[src/rtl/timer_ctl.sv]
// ---------------------------------------------------------------------------
// timer_ctl
//
// Autonomous sequencer that owns the 2-bit register port of a 16-bit timer.
// The CPU programs a reload value and a mode through a small register map.
// The controller then stops, loads, starts and polls the timer on its own.
// Expiry is latched into a pending flag, which raises irq when enabled.
// Periodic mode reloads and restarts the timer after every expiry.
//
// CPU register map:
//   0  RELOAD[7:0]   RW
//   1  RELOAD[15:8]  RW
//   2  CTRL          RW  {5'b0, irq_en, periodic, run}
//   3  STAT          R   {pend, ovr, 4'b0, busy, run}
//                    W   bit7=1 clears pend, bit6=1 clears ovr
//
// Optional feature, enabled by defining TIMER_CTL_OVERRUN_EN:
//   STAT bit6 (ovr) becomes a sticky overrun flag. It is set when the timer
//   expires while pend is already 1. With the macro undefined, bit6 reads 0
//   and no flop is built.
//
// Parameters:
//   RELOAD_RST  reset value of the reload register
//   CTRL_RST    reset value of CTRL[2:0] {irq_en, periodic, run}
//
// Ports:
//   clk     in   1  clock
//   rst     in   1  reset, asynchronous, active-high
//   cs      in   1  CPU chip select
//   we      in   1  CPU write(1) / read(0)
//   addr    in   2  CPU register select
//   dbw     in   8  CPU write data
//   dbr     out  8  CPU read data, registered (1-clk latency)
//   irq     out  1  interrupt request = pend & irq_en
//   t_addr  out  2  timer register select
//   t_we    out  1  timer write strobe
//   t_dbw   out  8  timer write data
//   t_dbr   in   8  timer read data (registered inside the timer)
// ---------------------------------------------------------------------------
module timer_ctl #(
    parameter logic [15:0] RELOAD_RST = 16'hFFFF,
    parameter logic [2:0]  CTRL_RST   = 3'b000
) (
    input  logic       clk,
    input  logic       rst,
    input  logic       cs,
    input  logic       we,
    input  logic [1:0] addr,
    input  logic [7:0] dbw,
    output logic [7:0] dbr,
    output logic       irq,
    output logic [1:0] t_addr,
    output logic       t_we,
    output logic [7:0] t_dbw,
    input  logic [7:0] t_dbr
);

    typedef enum logic [2:0] {
        S_IDLE,
        S_STOP,
        S_LD_LO,
        S_LD_HI,
        S_START,
        S_POLL
    } state_e;

    // CTRL bit positions
    localparam int unsigned C_RUN    = 0;
    localparam int unsigned C_PERIOD = 1;
    localparam int unsigned C_IRQEN  = 2;

    state_e      state_q, state_d;
    logic        halt_q, halt_d;
    logic        poll_valid_q, poll_valid_d;
    logic [15:0] reload_q, reload_d;
    logic [2:0]  ctrl_q, ctrl_d;
    logic        pend_q, pend_d;
    logic [7:0]  dbr_q, dbr_d;

    logic        rd_en;
    logic        wr_en;
    logic        ctrl_wr;
    logic        stat_wr;
    logic        expire;
    logic        busy;
    logic        ovr;
    logic [7:0]  rdata;

    // Only the expiry flag of the timer status is of interest here.
    logic        unused_t_dbr;
    assign unused_t_dbr = ^t_dbr[6:0];

    // -----------------------------------------------------------------------
    // CPU access decode
    // -----------------------------------------------------------------------
    always_comb begin
        rd_en   = cs & ~we;
        wr_en   = cs & we;
        ctrl_wr = wr_en & (addr == 2'd2);
        stat_wr = wr_en & (addr == 2'd3);
    end

    // t_dbr lags the timer by one clock and is stale right after the
    // write cycles, so it is only trusted from the second POLL cycle on.
    assign expire = (state_q == S_POLL) & poll_valid_q & t_dbr[7];
    assign busy   = (state_q != S_IDLE);

    // -----------------------------------------------------------------------
    // Sequencer: next state
    // -----------------------------------------------------------------------
    always_comb begin
        state_d      = state_q;
        halt_d       = halt_q;
        poll_valid_d = poll_valid_q;

        case (state_q)
            S_IDLE: begin
                state_d = S_IDLE;
            end
            S_STOP: begin
                state_d = halt_q ? S_IDLE : S_LD_LO;
            end
            S_LD_LO: begin
                state_d = S_LD_HI;
            end
            S_LD_HI: begin
                state_d = S_START;
            end
            S_START: begin
                state_d      = S_POLL;
                poll_valid_d = 1'b0;
            end
            S_POLL: begin
                poll_valid_d = 1'b1;
                if (expire) begin
                    state_d = S_STOP;
                    // One-shot mode halts after the stop write.
                    halt_d  = ~ctrl_q[C_PERIOD];
                end
            end
            default: begin
                state_d = S_IDLE;
            end
        endcase

        // A CTRL write overrides whatever the sequencer was about to do,
        // including a coincident expiry.
        if (ctrl_wr) begin
            if (dbw[C_RUN]) begin
                state_d = S_STOP;
                halt_d  = 1'b0;
            end else if (state_q != S_IDLE) begin
                state_d = S_STOP;
                halt_d  = 1'b1;
            end
        end
    end

    // -----------------------------------------------------------------------
    // Timer port, decoded from the state register only
    // -----------------------------------------------------------------------
    always_comb begin
        t_we   = 1'b0;
        t_addr = 2'd2;
        t_dbw  = '0;
        case (state_q)
            S_STOP: begin
                t_we   = 1'b1;
                t_addr = 2'd2;
                t_dbw  = 8'h00;
            end
            S_LD_LO: begin
                t_we   = 1'b1;
                t_addr = 2'd0;
                t_dbw  = reload_q[7:0];
            end
            S_LD_HI: begin
                t_we   = 1'b1;
                t_addr = 2'd1;
                t_dbw  = reload_q[15:8];
            end
            S_START: begin
                t_we   = 1'b1;
                t_addr = 2'd2;
                t_dbw  = 8'h01;
            end
            default: begin
                t_we   = 1'b0;
                t_addr = 2'd2;
                t_dbw  = '0;
            end
        endcase
    end

    // -----------------------------------------------------------------------
    // CPU-visible registers
    // -----------------------------------------------------------------------
    always_comb begin
        reload_d = reload_q;
        if (wr_en && addr == 2'd0) begin
            reload_d[7:0] = dbw;
        end
        if (wr_en && addr == 2'd1) begin
            reload_d[15:8] = dbw;
        end
    end

    always_comb begin
        ctrl_d = ctrl_q;
        if (ctrl_wr) begin
            ctrl_d = dbw[2:0];
        end else if (expire && !ctrl_q[C_PERIOD]) begin
            ctrl_d[C_RUN] = 1'b0;
        end
    end

    // Expiry is applied after the clear so that set wins.
    always_comb begin
        pend_d = pend_q;
        if (stat_wr && dbw[7]) begin
            pend_d = 1'b0;
        end
        if (expire) begin
            pend_d = 1'b1;
        end
    end

`ifdef TIMER_CTL_OVERRUN_EN
    logic ovr_q, ovr_d;

    always_comb begin
        ovr_d = ovr_q;
        if (stat_wr && dbw[6]) begin
            ovr_d = 1'b0;
        end
        if (expire && pend_q) begin
            ovr_d = 1'b1;
        end
    end

    always_ff @(posedge clk or posedge rst) begin
        if (rst) begin
            ovr_q <= 1'b0;
        end else begin
            ovr_q <= ovr_d;
        end
    end

    assign ovr = ovr_q;
`else
    assign ovr = 1'b0;
`endif

    always_comb begin
        rdata = '0;
        case (addr)
            2'd0:    rdata = reload_q[7:0];
            2'd1:    rdata = reload_q[15:8];
            2'd2:    rdata = {5'b0, ctrl_q};
            default: rdata = {pend_q, ovr, 4'b0, busy, ctrl_q[C_RUN]};
        endcase
    end

    always_comb begin
        dbr_d = dbr_q;
        if (rd_en) begin
            dbr_d = rdata;
        end
    end

    // -----------------------------------------------------------------------
    // State
    // -----------------------------------------------------------------------
    always_ff @(posedge clk or posedge rst) begin
        if (rst) begin
            state_q      <= S_IDLE;
            halt_q       <= 1'b0;
            poll_valid_q <= 1'b0;
            reload_q     <= RELOAD_RST;
            ctrl_q       <= CTRL_RST;
            pend_q       <= 1'b0;
            dbr_q        <= '0;
        end else begin
            state_q      <= state_d;
            halt_q       <= halt_d;
            poll_valid_q <= poll_valid_d;
            reload_q     <= reload_d;
            ctrl_q       <= ctrl_d;
            pend_q       <= pend_d;
            dbr_q        <= dbr_d;
        end
    end

    assign dbr = dbr_q;
    assign irq = pend_q & ctrl_q[C_IRQEN];

endmodule

[config.mk]
export PLATFORM = sky130hd
export DESIGN_NAME = timer_ctl
export DESIGN_NICKNAME = d
export VERILOG_FILES = /design/src/rtl/timer_ctl.sv
export SDC_FILE = /design/constraint.sdc
export NUM_CORES = 1
export LEC_CHECK = 0
export CAP_MARGIN = 25
export CORE_ASPECT_RATIO = 0.9
export CORE_MARGIN = 2
export CORE_UTILIZATION = 48
export DETAILED_ROUTE_END_ITERATION = 8
export HOLD_SLACK_MARGIN = 0.05
export PLACE_DENSITY = 0.78
export SKIP_CTS_REPAIR_TIMING = 1
export SKIP_LAST_GASP = 1
export SLEW_MARGIN = 10
export SYNTH_ARGS = -nofsm -noshare
export SYNTH_HDL_FRONTEND = slang
export SYNTH_SLANG_ARGS = --single-unit
[constraint.sdc]
create_clock -name clk -period 2.2 [get_ports clk]
set_input_delay 0.55 -clock clk [delete_from_list [all_inputs] [get_ports clk]]
set_output_delay 0.55 -clock clk [all_outputs]
set_load 0.02 [all_outputs]
# --- After elaboration in Yosys (flattened, before gate mapping) ---
# Index checks and enable logic that the tools add are counted.
totals:
  reg_bits: 33
  latchBits: 0
  ram_bits: 0
  romBits: 0
  out_inout_bits: 20
  elab_cells: 57
  memories: 0
op_classes:
  n_addsub: 0
  mul: 0
  div_mod_pow: 0
  magnitude_cmp: 0
  n_eq_ne: 8
  shift: 0
  n_mux: 20
  bitwise_logic: 9
  reduce_logical: 11
ops:
  columns: ["operator", "n"]
  rows:
  - ["case mux 8 bit (3 select lines)", 2]
  - ["case mux 3 bit (5 select lines)", 1]
  - ["two-way mux 3 bit", 4]
  - ["two-way mux 1 bit", 10]
  - ["bitwise AND 1 bit", 7]
  - ["equality test 3 x 2 -> 1 bit (second input constant)", 2]
  - ["equality test 3 bit (second input constant)", 2]
  - ["nonzero test 2 bit", 3]
  - ["equality test 2 bit (second input constant)", 2]
  - ["logical AND 1 bit", 4]
  - ["case mux 2 bit (2 select lines)", 1]
  - ["OR reduction 4 bit", 1]
  - ["equality test 3 x 1 -> 1 bit (second input constant)", 1]
  - ["nonzero test 3 bit", 1]
  - ["equality test 2 x 1 -> 1 bit (second input constant)", 1]
  - ["logical NOT 2 bit", 1]
  - ["two-way mux 2 bit", 1]
  - ["NOT 1 bit", 2]
  - ["case mux 1 bit (2 select lines)", 1]
  - ["logical NOT 1 bit", 1]

# --- Depth between registers and ports, before layout ---
# Gate-level depths: netlist of run 1.
depth:
  word_depth: 8
  ltp_mapped: 4

# --- Least setup slack after synthesis of run 1 ---
# Ideal clock, no wire load.
synth_timing:
  path_kind: "register to output"
  start: "reg state_q[0]"
  end: "out t_we"
  arrival_time_ns: 1.321
  slack_ns: 0.329
  stages_incl_launch_ff: 4
  n_path_buf: 1
  path_cell_list: "dfrtp_1 buf_1 nor2_1 xnor2_1"
synth_via:
  elab_chain_cells: 3
  word_cells_on_any_way: 6
  classes_between: "eq/ne (4); mux (1); reduce/logical (1)"
synth_rtl:
  columns: ["element", "line_no", "text"]
  rows:
  - ["from (decl)", "72", "state_e state_q, state_d;"]
  - ["from (signal assigned)", "284", "state_q <= state_d;"]
  - ["equality test 3 bit, or another cell as far along", "166", "case (state_q)"]
  - ["OR reduction 4 bit (no source line) *", null, null]
  - ["two-way mux 1 bit *", "166", null]
  - ["to (decl)", "53", "output logic t_we,"]
# Every way passes the cells marked *; elsewhere a longest branch is shown, timed or not.

# --- Worst setup path after layout of run 1 ---
layout_timing:
  start: "reg state_q[2]"
  end: "out t_dbw[3]"
layout_via:
  elab_chain_cells: 2
  word_cells_on_any_way: 4
  classes_between: "eq/ne (3); mux (1)"
layout_rtl:
  columns: ["element", "line_no", "text"]
  rows:
  - ["equality test 3 bit or equality test 3 x 2 -> 1 bit (tied branches)", "166", null]
  - ["case mux 8 bit (3 select lines) *", "166", null]
  - ["to (decl)", "54", "output logic [7:0] t_dbw,"]
# Marks and branches as above.

==> results of run 1 <==
==> critical path: cells and delay by family (launching register included) <==
family | cells | cell delay, ns
flops | 1 | 0.38
buf+inv | 2 | 0.79
simple gates | 2 | 0.30
==> worst paths after layout <==
| path | start | end | slack, ns | depth (start not counted) |
|---|---|---|---|---|
| max in group asynchronous | rst | reload_q[8] | 1.20 | 3 |
| setup / recovery | state_q[2] | t_dbw[3] | -0.10 | 4 |
| min in group asynchronous | rst | ctrl_q[2] | 0.67 | 3 |
| hold reg to reg | dbr[5] | dbr[5] | 0.49 | 2 |
| setup reg to reg | state_q[0] | dbr[1] | 0.34 | 4 |
| hold / removal | dbr[5] | dbr[5] | 0.49 | 2 |
==> cells in the final DEF, fill, tap and decap left out, types with 2 or more instances in the layout <==
cell / synthesis / layout
nand3_1: 3 / 3
mux2_1: 11 / 11
mux2_2: 11 / 11
dlymetal6s2s_1: 0 / 9
nor2_1: 10 / 10
dfrtp_1: 17 / 15
inv_1: 2 / 2
dfstp_2: 16 / 16
nand2_1: 10 / 10
nand2b_1: 3 / 3
o21ai_1: 8 / 8
clkbuf_1: 2 / 2
nor2b_1: 3 / 3
o21ai_0: 3 / 3
clkbuf_8: 1 / 6
mux2i_1: 14 / 14
or3_1: 2 / 2
dfrtp_2: 0 / 2
buf_4: 0 / 11
clkdlybuf4s50_1: 0 / 25
==> area by class of cell <==
cell class              instances  share of cell area
inverters                       2             0.00341
clock buffers                   8              0.0410
flip-flops and latches         33               0.386
repair buffers                 46               0.212
well taps                      44              0.0250
multi-input cells              94               0.333
==> kinds of logic after synthesis <==
kind of cell / share of synthesized area
AO/OA/AOI/OAI: 0.0730
XOR/XNOR: 0.00538
buffers and inverters: 0.0300
flip-flops: 0.520
multiplexers: 0.254
AND/OR/NAND/NOR: 0.118
==> state kept, by name, indices dropped and copies added, names as in the netlist <==
signal	count
reload_q	16
state_q	3
dbr	8
halt_q	1
poll_valid_q	1
pend_q	1
ctrl_q	3
==> power by group through the flow <==
stage	sequential (W)	clock, W	combinational (W)
after floorplan	0.000956	0	0.000489
after global placement	0.000940	0	0.000847
after detailed placement	0.000955	0	0.000868
after CTS	0.000944	0.000469	0.000873
after global routing	0.000954	0.000509	0.000990
final	0.000932	0.000455	0.000920
==> stage by stage <==
stage	cells	TNS, ns	utilization	setup WS, ns
after floorplan	135	0	-	0.329
after global placement	215	0	0.622	0.0379
after detailed placement	215	0	0.622	0.0430
after CTS	223	-1.85	0.649	-0.259
after global routing	227	-0.202	0.666	-0.202
final	227	-0.100	0.666	-0.100
==> layer usage <==
layer / track usage / up-vias
li1: - / 575
met1: 0.256 / 588
met2: 0.321 / 29
met3: 0.0399 / 2
met4: 0.0714 / 0
met5: 0 / -
==> metrics.txt, run 1 <==
hold_ws 0.490 ns; Final setup viols 1; # DRC 0; vias in the first global route 1156; failing checks setup timing; fill count 260; initial drt markers 54; crit path max-delay cell type clkdlybuf4s50_1; row count 20; Netlist cell types 35; critical path class reg2out; Logic pwr share 0.399; Final period util 1.05; Inserted Diodes 0; io pins 42; EDFF count, synth 0; FF/Latch Area 848 um^2; syn nets 157; endpoints failing hold 0; initial antenna violation count 0; gpl congestion 0.759; clock-pin slew on the worst setup and hold paths 0.07 ns; placed inst area 2050 um^2; nets 204; Max Fanout on Critical Path 8; post-synthesis sequential area ratio 0.520; WP data required 1.65 ns; status complete, but fails checks; Max Clk Rate 435 MHz; crit path capture type output pin; Clock Power Share 0.197; sequence of cells on the critical path nand2b_1, buf_4, nor2_1, clkdlybuf4s50_1; Top FF cell, synth dfrtp_1; area leader, netlist dfrtp_1; Num CTS Buffers 5; PwrDens 1050 nW/um^2; P_leak 1.05 nW; # H-tree levels 2; Max Cap Viol 0; fraction of layout cells with a size suffix above 1 0.273; M1 WL 1600 um; pin count of the biggest net entering global routing 34; Post-synth top cells dfrtp_1, dfstp_2, mux2i_1; RSZ-0062 raised after global routing true; routed vias/inst 5.26; top sig layer met4; root buffer cell clkbuf_8; Int Power 0.00155 W; Startpoint Class flip-flop; insertion delay to the later sink of the worst-skew pair 0.27 ns; Net Switching 0.000759 W; CORE AREA 3300 um^2; Tot Pwr 0.00231 W; Die Area 3870 um^2; dominant cell by count in the synthesized netlist dfrtp_1; Starting Density 0.493; met3 WL post-DR 113 um; DR WL/cell 15.5 um; Via Count 1194; first-pass GRT wire length 5610 um; Detail Route Antenna Nets 0; Final Critical Period 2.30 ns; CTS max path bufs 2; First-pass DRT Iterations 4; Mean Syn Cell Area 12.1 um^2; Final Cell Area 2200 um^2; top-area cell type share of the netlist area 0.261; max-slew violations 0; area of the multi-input gates 733 um^2; Die H 59.2 um; Least-Margin Pin Slew 0.411 ns; Reg power frac 0.404; HPWL after DPL 2520 um; sw frac 0.329; CTS tree yes; Total Wirelength 3520 um; Area contributors post-synth dfrtp_1, dfstp_2, mux2i_1; VDD IR-drop max 0.571 mV; gr ovfl total 0; clock sinks 33; #FFs+latches synth 33; GRT Util Overall 0.195; critical path arrival 1.75 ns; Synth Warn # 0; Min-Delay Path Class reg2reg; Final Skew 0.00539 ns; Slew headroom 0.726; routed wl met2 1780 um; Die W 65.4 um; fraction of registers with async set or reset after synthesis 1.00; # port buffers 34; Slowest Stage Delay on Critical Path 0.60 ns; final worst setup slack -0.100 ns; synthesized cell area 1630 um^2; Mapped Cells 135; area delta synth->final 35.1%
Note: power is estimated with default switching activity, not from simulation.
==> inputs of run 2 (changes only) <==
--- a/config.mk
+++ b/config.mk
@@ -8,10 +8,11 @@
 export CAP_MARGIN = 25
 export CORE_ASPECT_RATIO = 0.9
 export CORE_MARGIN = 2
-export CORE_UTILIZATION = 48
+export CORE_UTILIZATION = 50
+export CTS_BUF_LIST = sky130_fd_sc_hd__clkbuf_4
 export DETAILED_ROUTE_END_ITERATION = 8
 export HOLD_SLACK_MARGIN = 0.05
-export PLACE_DENSITY = 0.78
+export PLACE_DENSITY = 0.81
 export SKIP_CTS_REPAIR_TIMING = 1
 export SKIP_LAST_GASP = 1
 export SLEW_MARGIN = 10
==> constraint.sdc (replaced) <==
create_clock -name clk -period 2.38 [get_ports clk]
set_input_delay 0.595 -clock clk [delete_from_list [all_inputs] [get_ports clk]]
set_output_delay 0.595 -clock clk [all_outputs]
set_load 0.02 [all_outputs]
==> run 2 against run 1 <==
Setup slack gained 0.22 ns. Power fell by 9.1%. First-iteration DRC count rose by 33%. Cell count down 2.6%. Flip-flop and latch count did not move. Via count decreased by 1.5%. Critical path depth decreased by 2. Count of clock-buffer cells in the layout fell by 2. Largest cell class unchanged. The run now ends clean. Highest routed layer unchanged.
==> metrics.txt, run 2 (synthesis gave the netlist of run 1 again) <==
status finished clean; Slowest Stage Delay on Critical Path 0.62 ns (+0.02 ns); row count 19 (-5.0%); CTS max path bufs 2 (unchanged); max-slew violations 0 (unchanged); Largest register FFs 16 (unchanged); Num CTS Buffers 5 (unchanged); HPWL after DPL 2430 um (-3.4%); Startpoint Class flip-flop; Slew headroom 0.728 (+0.00189); Final period util 0.948; root buffer cell clkbuf_4; Starting Density 0.527 (+0.0339); fraction of layout cells with a size suffix above 1 0.263 (-0.0107); nets 200 (-2.0%); PwrDens 974 nW/um^2 (-7.1%); clock sinks 33 (unchanged); insertion delay to the later sink of the worst-skew pair 0.34 ns (+0.07 ns); P_leak 1.04 nW (-0.45%); initial drt markers 72 (+33%); gr ovfl total 0 (unchanged); sequence of cells on the critical path nand2b_4, clkdlybuf4s50_1; Final Skew 0.00329 ns (-0.00211 ns); DR WL/cell 15.4 um (-0.47%); VDD IR-drop max 0.677 mV (+18%); R2R setup slack 0.45 ns (+0.11 ns); Largest Register reload_q; Max Fanout on Critical Path 11 (+3); # H-tree levels 2 (unchanged); Detail Route Antenna Nets 0 (unchanged); commonest cells after routing, fill and taps aside clkdlybuf4s50_1, dfrtp_1, dfstp_2; most common cell after layout, fill and taps aside clkdlybuf4s50_1; clock-pin slew on the worst setup and hold paths 0.10 ns (+0.03 ns); Max Cap Viol 0 (unchanged); post-layout util 0.696 (+0.0304); gpl congestion 0.796 (+4.9%); fill count 220 (-15%); first-pass GRT wire length 5440 um (-2.9%); vias in the first global route 1145 (-0.95%); initial antenna violation count 0 (unchanged); Final setup viols 0 (-1); Final Critical Period 2.26 ns; WP data required 1.78 ns (+0.13 ns); CORE AREA 3090 um^2 (-6.4%); RSZ-0062 raised after global routing false; critical path class reg2out; crit path max-delay cell type clkdlybuf4s50_1; area of the multi-input gates 741 um^2 (+1.0%); endpoints failing hold 0 (unchanged); Least-Margin Pin Slew 0.408 ns (-0.00284 ns); # DRC 0 (unchanged); post-place setup slack 0.134 ns (+0.0911 ns); # port buffers 34 (unchanged); Min-Delay Path Class reg2reg; Total Wirelength 3410 um (-3.1%); Via Count 1176 (-1.5%); area delta synth->final 32.2%; Die W 64.1 um (-1.9%); crit path capture type output pin; pin count of the biggest net entering global routing 34 (unchanged); First-pass DRT Iterations 4 (unchanged); routed vias/inst 5.32 (+1.2%); GRT Util Overall 0.198 (+0.00356); Die Area 3730 um^2 (-3.7%); CTS tree yes; final worst setup slack 0.124 ns (+0.224 ns); FF/Latch Area 847 um^2 (-0.15%); io pins 42 (unchanged); Die H 58.1 um (-1.9%); critical path arrival 1.66 ns (-0.09 ns); Inserted Diodes 0 (unchanged); Max Clk Rate 443 MHz
## run 2: cell count changes in the layout (fill, tap and decap cells not counted), sizes merged
| cell | delta |
|---|---|
| clkinv | +1 |
| clkbuf | -1 |
| buf | -5 |
| dlymetal6s2s | +1 |
| clkdlybuf4s50 | -1 |
| bufinv | +1 |
## run 2: final timing paths
| path | from | cells past startpoint | to |
|---|---|---|---|
| worst max-delay path | state_q[2] | 2 | t_addr[1] |
| worst min-delay path | poll_valid_q | 2 | poll_valid_q |
| worst max register to register | state_q[0] | 4 | dbr[1] |
| max in group asynchronous | rst | 3 | reload_q[15] |
| worst min register to register | poll_valid_q | 2 | poll_valid_q |
| min in group asynchronous | rst | 3 | ctrl_q[1] |
## run 2: area by class of cell
type                       count  area share
clock buffer                   6      0.0209
clock inverter                 2      0.0157
inverter                       2     0.00349
multi-input combinational     94       0.344
sequential                    33       0.394
tap                           42      0.0244
timing repair buffer          42       0.198
## run 2: power breakdown
part           leakage (nW)  switching (W)  internal (W)
combinational         0.616       0.000379      0.000410
clock                0.0433       0.000191      0.000230
sequential            0.385       0.000133      0.000754
## run 2: metal layers
layer	track usage	vias up	part of all wire
li1	-	569	-
met1	0.269	565	0.46
met2	0.308	38	0.48
met3	0.0427	4	0.049
met4	0.0912	0	0.016
met5	0	-	0
## run 2: stage by stage
step                area [um^2]  hold WS (ns)  power [W]  setup TNS [ns]  instances
global route               2150         0.533    0.00221               0        221
detailed placement         2030         0.475    0.00168               0        212
CTS                        2110         0.498    0.00209           -2.31        220
global placement           2030         0.465    0.00164               0        212
floorplan                  1630         0.451    0.00134               0        135
finish                     2150         0.494    0.00210               0        221
## run 2: critical path, delay by kind of cell, from the launching register on
| kind | cells | cell delay [ns] |
|---|---|---|
| flip-flops | 1 | 0.45 |
| buffers and inverters | 1 | 0.62 |
| AND/OR/NAND/NOR | 1 | 0.24 |
